`src/rtl/jtframe_cen_meter.sv`:
```
// jtframe_cen_meter: measures pulse rate and inter-pulse gap range of a clock enable over fixed windows
module jtframe_cen_meter #(
    parameter int WINLEN  = 48000,
    parameter int CNTW    = 16,
    parameter int GAPW    = 8,
    parameter int EXP_MIN = 0,
    parameter int EXP_MAX = 65535
) (
    input  logic            clk,
    input  logic            rst_n,
    input  logic            en,
    input  logic            cen,
    output logic [CNTW-1:0] freq,
    output logic [GAPW-1:0] gap_min,
    output logic [GAPW-1:0] gap_max,
    output logic            valid,
    output logic            stuck,
    output logic            bad,
    output logic            armed
);
    localparam int WW = $clog2(WINLEN);
    localparam logic [WW-1:0] WLAST = WW'(WINLEN - 1);

    typedef enum logic [1:0] {IDLE, ARM, MEASURE} state_t;

    state_t          r_state, w_next;
    logic [WW-1:0]   r_win;
    logic [GAPW-1:0] r_gap, r_min, r_max, r_gmin, r_gmax;
    logic [CNTW-1:0] r_cnt, r_freq;
    logic            r_valid, r_stuck, r_bad;
    logic [GAPW-1:0] w_gap, w_min, w_max;
    logic [CNTW-1:0] w_cnt;
    logic            w_run, w_last, w_stuck, w_bad;

    // w_gap doubles as the next idle count and as the gap measured by a cen this cycle
    assign w_run   = en && (r_state == MEASURE);
    assign w_last  = r_win == WLAST;
    assign w_gap   = &r_gap ? r_gap : r_gap + GAPW'(1);
    assign w_cnt   = !cen || &r_cnt ? r_cnt : r_cnt + CNTW'(1);
    assign w_min   = cen && (w_gap < r_min) ? w_gap : r_min;
    assign w_max   = cen && (w_gap > r_max) ? w_gap : r_max;
    assign w_stuck = w_cnt == '0;
    assign w_bad   = (int'(w_cnt) < EXP_MIN) || (int'(w_cnt) > EXP_MAX);

    assign freq    = r_freq;
    assign gap_min = r_gmin;
    assign gap_max = r_gmax;
    assign valid   = r_valid;
    assign stuck   = r_stuck;
    assign bad     = r_bad;
    assign armed   = r_state == MEASURE;

    // next state: en low always aborts, ARM waits for the first cen, MEASURE never re-arms
    always_comb begin
        w_next = !en ? IDLE : (r_state == IDLE) ? ARM : (r_state == ARM && !cen) ? ARM : MEASURE;
    end

    // state register
    always_ff @(posedge clk or negedge rst_n) begin
        if (!rst_n) r_state <= IDLE;
        else        r_state <= w_next;
    end

    // window counters and result registers; the gap counter keeps running across window ends
    always_ff @(posedge clk or negedge rst_n) begin
        if (!rst_n) begin
            r_win   <= '0;
            r_gap   <= '0;
            r_cnt   <= '0;
            r_min   <= '0;
            r_max   <= '0;
            r_freq  <= '0;
            r_gmin  <= '0;
            r_gmax  <= '0;
            r_valid <= 1'b0;
            r_stuck <= 1'b0;
            r_bad   <= 1'b0;
        end else begin
            r_valid <= w_run && w_last;
            r_win   <= !w_run || w_last ? '0 : r_win + WW'(1);
            r_gap   <= !w_run || cen ? '0 : w_gap;
            r_cnt   <= !w_run || w_last ? '0 : w_cnt;
            r_min   <= !w_run || w_last ? '1 : w_min;
            r_max   <= !w_run || w_last ? '0 : w_max;
            if (w_run && w_last) begin
                r_freq  <= w_cnt;
                r_gmin  <= w_stuck ? '0 : w_min;
                r_gmax  <= w_stuck ? '0 : w_max;
                r_stuck <= w_stuck;
                r_bad   <= w_bad;
            end
        end
    end
endmodule
```
`config.mk`:
```
export PLATFORM = sky130hd
export DESIGN_NAME = jtframe_cen_meter
export DESIGN_NICKNAME = d
export VERILOG_FILES = /design/src/rtl/jtframe_cen_meter.sv
export SDC_FILE = /design/constraint.sdc
export NUM_CORES = 1
export LEC_CHECK = 0
export CORE_AREA = 4 4 99 119
export DETAILED_ROUTE_END_ITERATION = 6
export DIE_AREA = 0 0 103 123
export PLACE_DENSITY = 0.66
export SLEW_MARGIN = 20
export SYNTH_ARGS = -nofsm -noshare
export SYNTH_HDL_FRONTEND = slang
export SYNTH_SLANG_ARGS = --single-unit
```
`constraint.sdc`:
```
create_clock -name clk -period 3.35 [get_ports clk]
set_clock_uncertainty 0.05 [all_clocks]
set_input_delay 0.335 -clock clk [delete_from_list [all_inputs] [get_ports clk]]
set_output_delay 0.335 -clock clk [all_outputs]
set_load 0.01 [all_outputs]
```
### Yosys cells after proc, flatten, opt, wreduce, memory -nomap -nowiden

Cells that the tools add are included.

* bits in writable memories: 0
* output and inout port bits: 36
* memories: 0
* input port bits: 4
* ROM bits: 0
* word-level logic and storage cells: 47
* register bits: 92
* latch bits: 0

* shift-type cells: 0
* reductions and logical operators: 14
* muxes and demuxes: 14
* add/sub/neg operators: 3
* bitwise operators: 0
* magnitude comparators: 2
* div/mod/pow operators: 0
* multipliers: 0
* equal/unequal tests: 3

Operator list (count)
* $mux W8: 8
* $mux W16: 3
* $add A16 B1 Y16 const B: 2
* $eq A16 B16 Y1 const B: 1
* $logic_not A16 Y1: 1
* $reduce_and A16 Y1: 1
* $add A8 B1 Y8 const B: 1
* $gt A8 B8 Y1: 1
* $lt A8 B8 Y1: 1
* $reduce_and A8 Y1: 1
* $mux W2: 3
* $logic_and A1 B1 Y1: 5
* $logic_or A1 B1 Y1: 3
* $eq A2 B1 Y1 const B: 1
* $eq A2 B2 Y1 const B: 1
* $logic_not A1 Y1: 2
* $logic_not A2 Y1: 1

### Longest topological paths before layout

* word-level depth: 6
* mapped depth: 14
* mapped depth without buffers: 13

### Least setup slack after synthesis

OpenSTA, ideal clock, no wires.

* path kind: reg-to-reg
* start point: register r_gap[0]
* end point: register r_gmin[3], in the netlist gap_min[3]
* path buffers: 0
* setup slack: 0.099 ns
* data required time: 3.162 ns
* arrival time: 3.063 ns
* library setup time: 0.138 ns
* period minus slack after synthesis: 3.251 ns
* cell stages (with the launch flop): 14
* cell sequence: dfrtp_1 -> ha_1 -> nand4_1 -> nor2_1 -> mux2i_1 -> inv_1 -> ha_1 -> nor2_1 -> nand3_1 -> or3b_2 -> a31oi_2 -> mux2i_1 -> o21ai_0 -> nor2b_1

* word-level cells in the longest chain between the ends: 6
* elaborated cells between the ends (all ways): 7
* classes of those cells: 1 x add/sub; 1 x order compare; 3 x mux; 2 x reduce/logical

RTL lines
* start, declared: RTL line 28 `logic [GAPW-1:0] r_gap, r_min, r_max, r_gmin, r_gmax;`
* start signal, assigned: RTL line 81 `r_gap <= !w_run || cen ? '0 : w_gap;`
* $add A8 B1 Y8 or $reduce_and A8 Y1 (tied branches): RTL line 38 `assign w_gap = &r_gap ? r_gap : r_gap + GAPW'(1);`
* $mux W8 *: RTL line 38
* $lt A8 B8 Y1: RTL line 40 `assign w_min = cen && (w_gap < r_min) ? w_gap : r_min;`
* $logic_and A1 B1 Y1: RTL line 40
* $mux W8 *: RTL line 40
* $mux W8 *: RTL line 87 `r_gmin <= w_stuck ? '0 : w_min;`
* end signal, assigned: RTL line 87
* end, declared: RTL line 28

Mark *: on every way between the ends. The rest lies on a longest branch, timed or not.
A chain may end at the register's enable or synchronous reset.

### Worst setup path in the final report

* start point: register r_gap[1]
* end point: register r_gmin[5], in the netlist gap_min[5]

The elaborated chain is that of the path after synthesis.

==> key figures <==
Drt
  – Router iterations before antenna repair: 4
  – Drt initial violations: 134
  – DRC viols: 0
  – Vias: 3574
  – Final WL: 9.96 mm
  – Antenna Nets Post-Route: 0
  – Wire length per cell: 14.9 microns
  – Vias per inst: 5.34

Finish
  – Commonest non-fill, non-tap cell in the layout: dfrtp_1
  – Layout Nets: 559
  – Final core occ: 0.536
  – Synthesis-to-layout area growth: 21.1%
  – Finished Layout Cells: 669
  – Number of diodes: 0
  – Share of layout cells above drive strength 1: 0.124
  – Fill cell count: 943
  – Commonest non-fill, non-tap cells in the layout: dfrtp_1, nor2_1, nand2_1

STA
  – Tightest Pin Transition: 844 ps
  – Final setup viols: 0
  – Achievable Freq: 305 MHz
  – Final Cycle Share: 0.978
  – Fin. Hold Viols: 0
  – Crit path time final: 3280 ps
  – Setup ws final: 72.4 ps
  – Pins Over Slew Limit: 0
  – Rel. slew slack: 0.437

Power
  – Power per cell area: 393 nW/um^2
  – Peak VDD IR: 0.334 mV
  – Static leakage: 2.46 nW
  – Power Total: 0.00223 W

Floorplanning
  – Die area: 12700 sq um
  – Top Ports: 40
  – Die height: 123 microns
  – Initial core utilization: 0.443
  – CORE AREA: 10600 sq um
  – Die Width: 103 microns
  – # rows: 41

Setup path
  – Crit path cell chain: ha_2 > nand4_1 > nor2_2 > mux2i_1 > inv_2 > ha_4 > nor2_2 > nand3_2 > or4_4 > a31oi_4 > buf_6 > mux2i_2 > o21ai_0 > nor2b_1
  – WS Path Type: reg2reg
  – CP Capture Type: register
  – Slowest CP cell: or4_4
  – Crit path DAT: 3450 ps
  – CP most frequent cell: nor2_2
  – Crit path largest cell delay: 440 ps
  – Crit path launch type: register
  – CP Max Fanout: 4
  – Worst EP required: 3520 ps
  – R2R setup slack: 70 ps

Clock network
  – Clock network latency to the later pin of the worst-skew pair: 340 ps
  – Clk root buf: clkbuf_16
  – Max Buffers Root-to-Sink: 2
  – Clock slew at reported path FFs: 60 ps
  – CTS Sinks: 92
  – CTS Buf Count: 9
  – Hold-fix buffer count after cts: 0
  – CTS tree: built
  – CTS H-tree lvls: 3

Logic synthesis
  – Synth cell types: 54
  – Number of enable flip-flop cells after synthesis: 0
  – Synthesized flop and latch total: 92
  – Async SR Flop Fraction: 1.00
  – Ys flop type: dfrtp_1
  – Synth top area cells: dfrtp_1, nor2_1, ha_1, mux2i_1, nand2_1
  – Warnings, synthesis: 0
  – Yosys top cell area share: 0.492
  – Synthesized instance count: 486
  – Synthesized cell area: 4680 sq um
  – Largest area contributor in the netlist: dfrtp_1
  – Post-Syn Nets: 508
  – Post-Syn Area per Cell: 9.63 sq um
  – Register area share after synthesis: 0.492

Global routing
  – Gr ovfl total: 0
  – Initial antenna violation count: 0
  – Largest net degree at the start of global routing: 69
  – GRT Util Overall: 0.171
  – Vias in the first global route: 3624
  – First-pass GRT wire length: 16.9 mm

Placed design
  – GPL Wtd Cong: 0.892
  – Pre-CTS setup slack: 28.8 ps
  – Placed cell count: 653
  – HPWL after DPL: 6.98 mm
  – Number of port buffers: 38

Hold path
  – Hold WC Path Type: in2async

Run
  – Max_cap viols: 0

Status
  – Outcome: finished, final reports clean
critical path: cells and delay by family, from the launching register on:
| family | cells | cell delay (ps) |
|---|---|---|
| multiplexers | 2 | 530 |
| flip-flops | 1 | 390 |
| AND/OR/NAND/NOR | 6 | 1200 |
| buffers and inverters | 2 | 280 |
| adder cells (fa/ha/maj) | 2 | 380 |
| AO/OA/AOI/OAI | 2 | 330 |
metal layers:
metal / GRT usage / vias up / share of wire
met5: 0 / - / 0
met4: 0.0745 / 0 / 0.022
met3: 0.0310 / 22 / 0.028
met2: 0.285 / 58 / 0.50
met1: 0.216 / 1743 / 0.45
li1: - / 1751 / -
cells in the mapped netlist, types with 2 or more instances:
cell type / count
dfrtp_1: 92
nor2_1: 75
nand2_1: 49
o21ai_0: 28
nand3_1: 27
inv_1: 26
mux2i_1: 19
ha_1: 18
xnor2_1: 15
a211oi_1: 13
nor2b_1: 11
xor2_1: 11
a21oi_1: 10
nand4_1: 10
clkbuf_1: 9
and3_1: 8
buf_1: 5
mux2_2: 5
nor3b_1: 4
a21o_1: 3
a31oi_1: 3
and2_1: 3
buf_4: 3
nor3_1: 3
o211ai_1: 3
buf_2: 2
buf_6: 2
o21a_1: 2
or3_1: 2
power breakdown:
part           switching [W]  leakage [nW]  internal, W  total (W)
logic              0.0000614          1.07    0.0000358  0.0000972
registers         0.00000344          1.24      0.00112    0.00112
clock network       0.000399         0.145     0.000610    0.00101
total               0.000464          2.46      0.00176    0.00223
per-stage QoR:
| step | instance area (sq um) | TNS, ps | hold WS, ps |
|---|---|---|---|
| after floorplan | 4680 | 0 | -10.6 |
| after global placement | 5280 | 0 | 415 |
| after detailed placement | 5280 | 0 | 420 |
| after CTS | 5570 | 0 | 91.2 |
| after global routing | 5670 | -532 | 143 |
| final | 5670 | 0 | 49.7 |
cell type report:
cell class	instances	area [sq um]	area share
Tap cell	129	161	0.0285
Inverter	27	101	0.0179
Clock inverter	2	35.0	0.00618
Multi-Input combinational cell	346	2240	0.395
Timing Repair Buffer	61	571	0.101
Clock buffer	12	256	0.0453
Sequential cell	92	2300	0.406
worst paths after layout:
kind | cells past startpoint | from | endpoint
hold / removal | 1 | rst_n | freq[3]
setup reg to reg | 14 | r_gap[1] | gap_min[5]
min in group clk | 2 | freq[2] | freq[2]
setup / recovery | 14 | r_gap[1] | gap_min[5]
max in group asynchronous | 2 | rst_n | gap_max[1]
hold reg to reg | 2 | freq[2] | freq[2]
sequential cells by signal (all words and copies together), names as in the netlist, 2 cells and up:
name,flops
r_state,2
r_min,8
gap_max,8
gap_min,8
freq,16
r_win,16
r_gap,8
r_cnt,16
r_max,8
cell families (layout without fill, tap and decap cells):
group                      after synthesis  after routing  share of synthesized area
DFF                                     92             92                      0.492
muxes                                   24             24                     0.0527
AOI/OAI and AO/OA                       71             71                     0.0990
buffers and inverters                   48            102                     0.0447
and+or+nand+nor                        206            206                      0.214
other                                    1              1                   0.000802
adders and majority gates               18             18                     0.0481
xor gates and xnor gates                26             26                     0.0487
what timing repair did:
action / CTS / global route
gates resized for setup: 0 / 22
buffers inserted: 0 / 2
setup endpoints to repair: 0 / 22
Note: power is estimated with default switching activity, not from simulation.
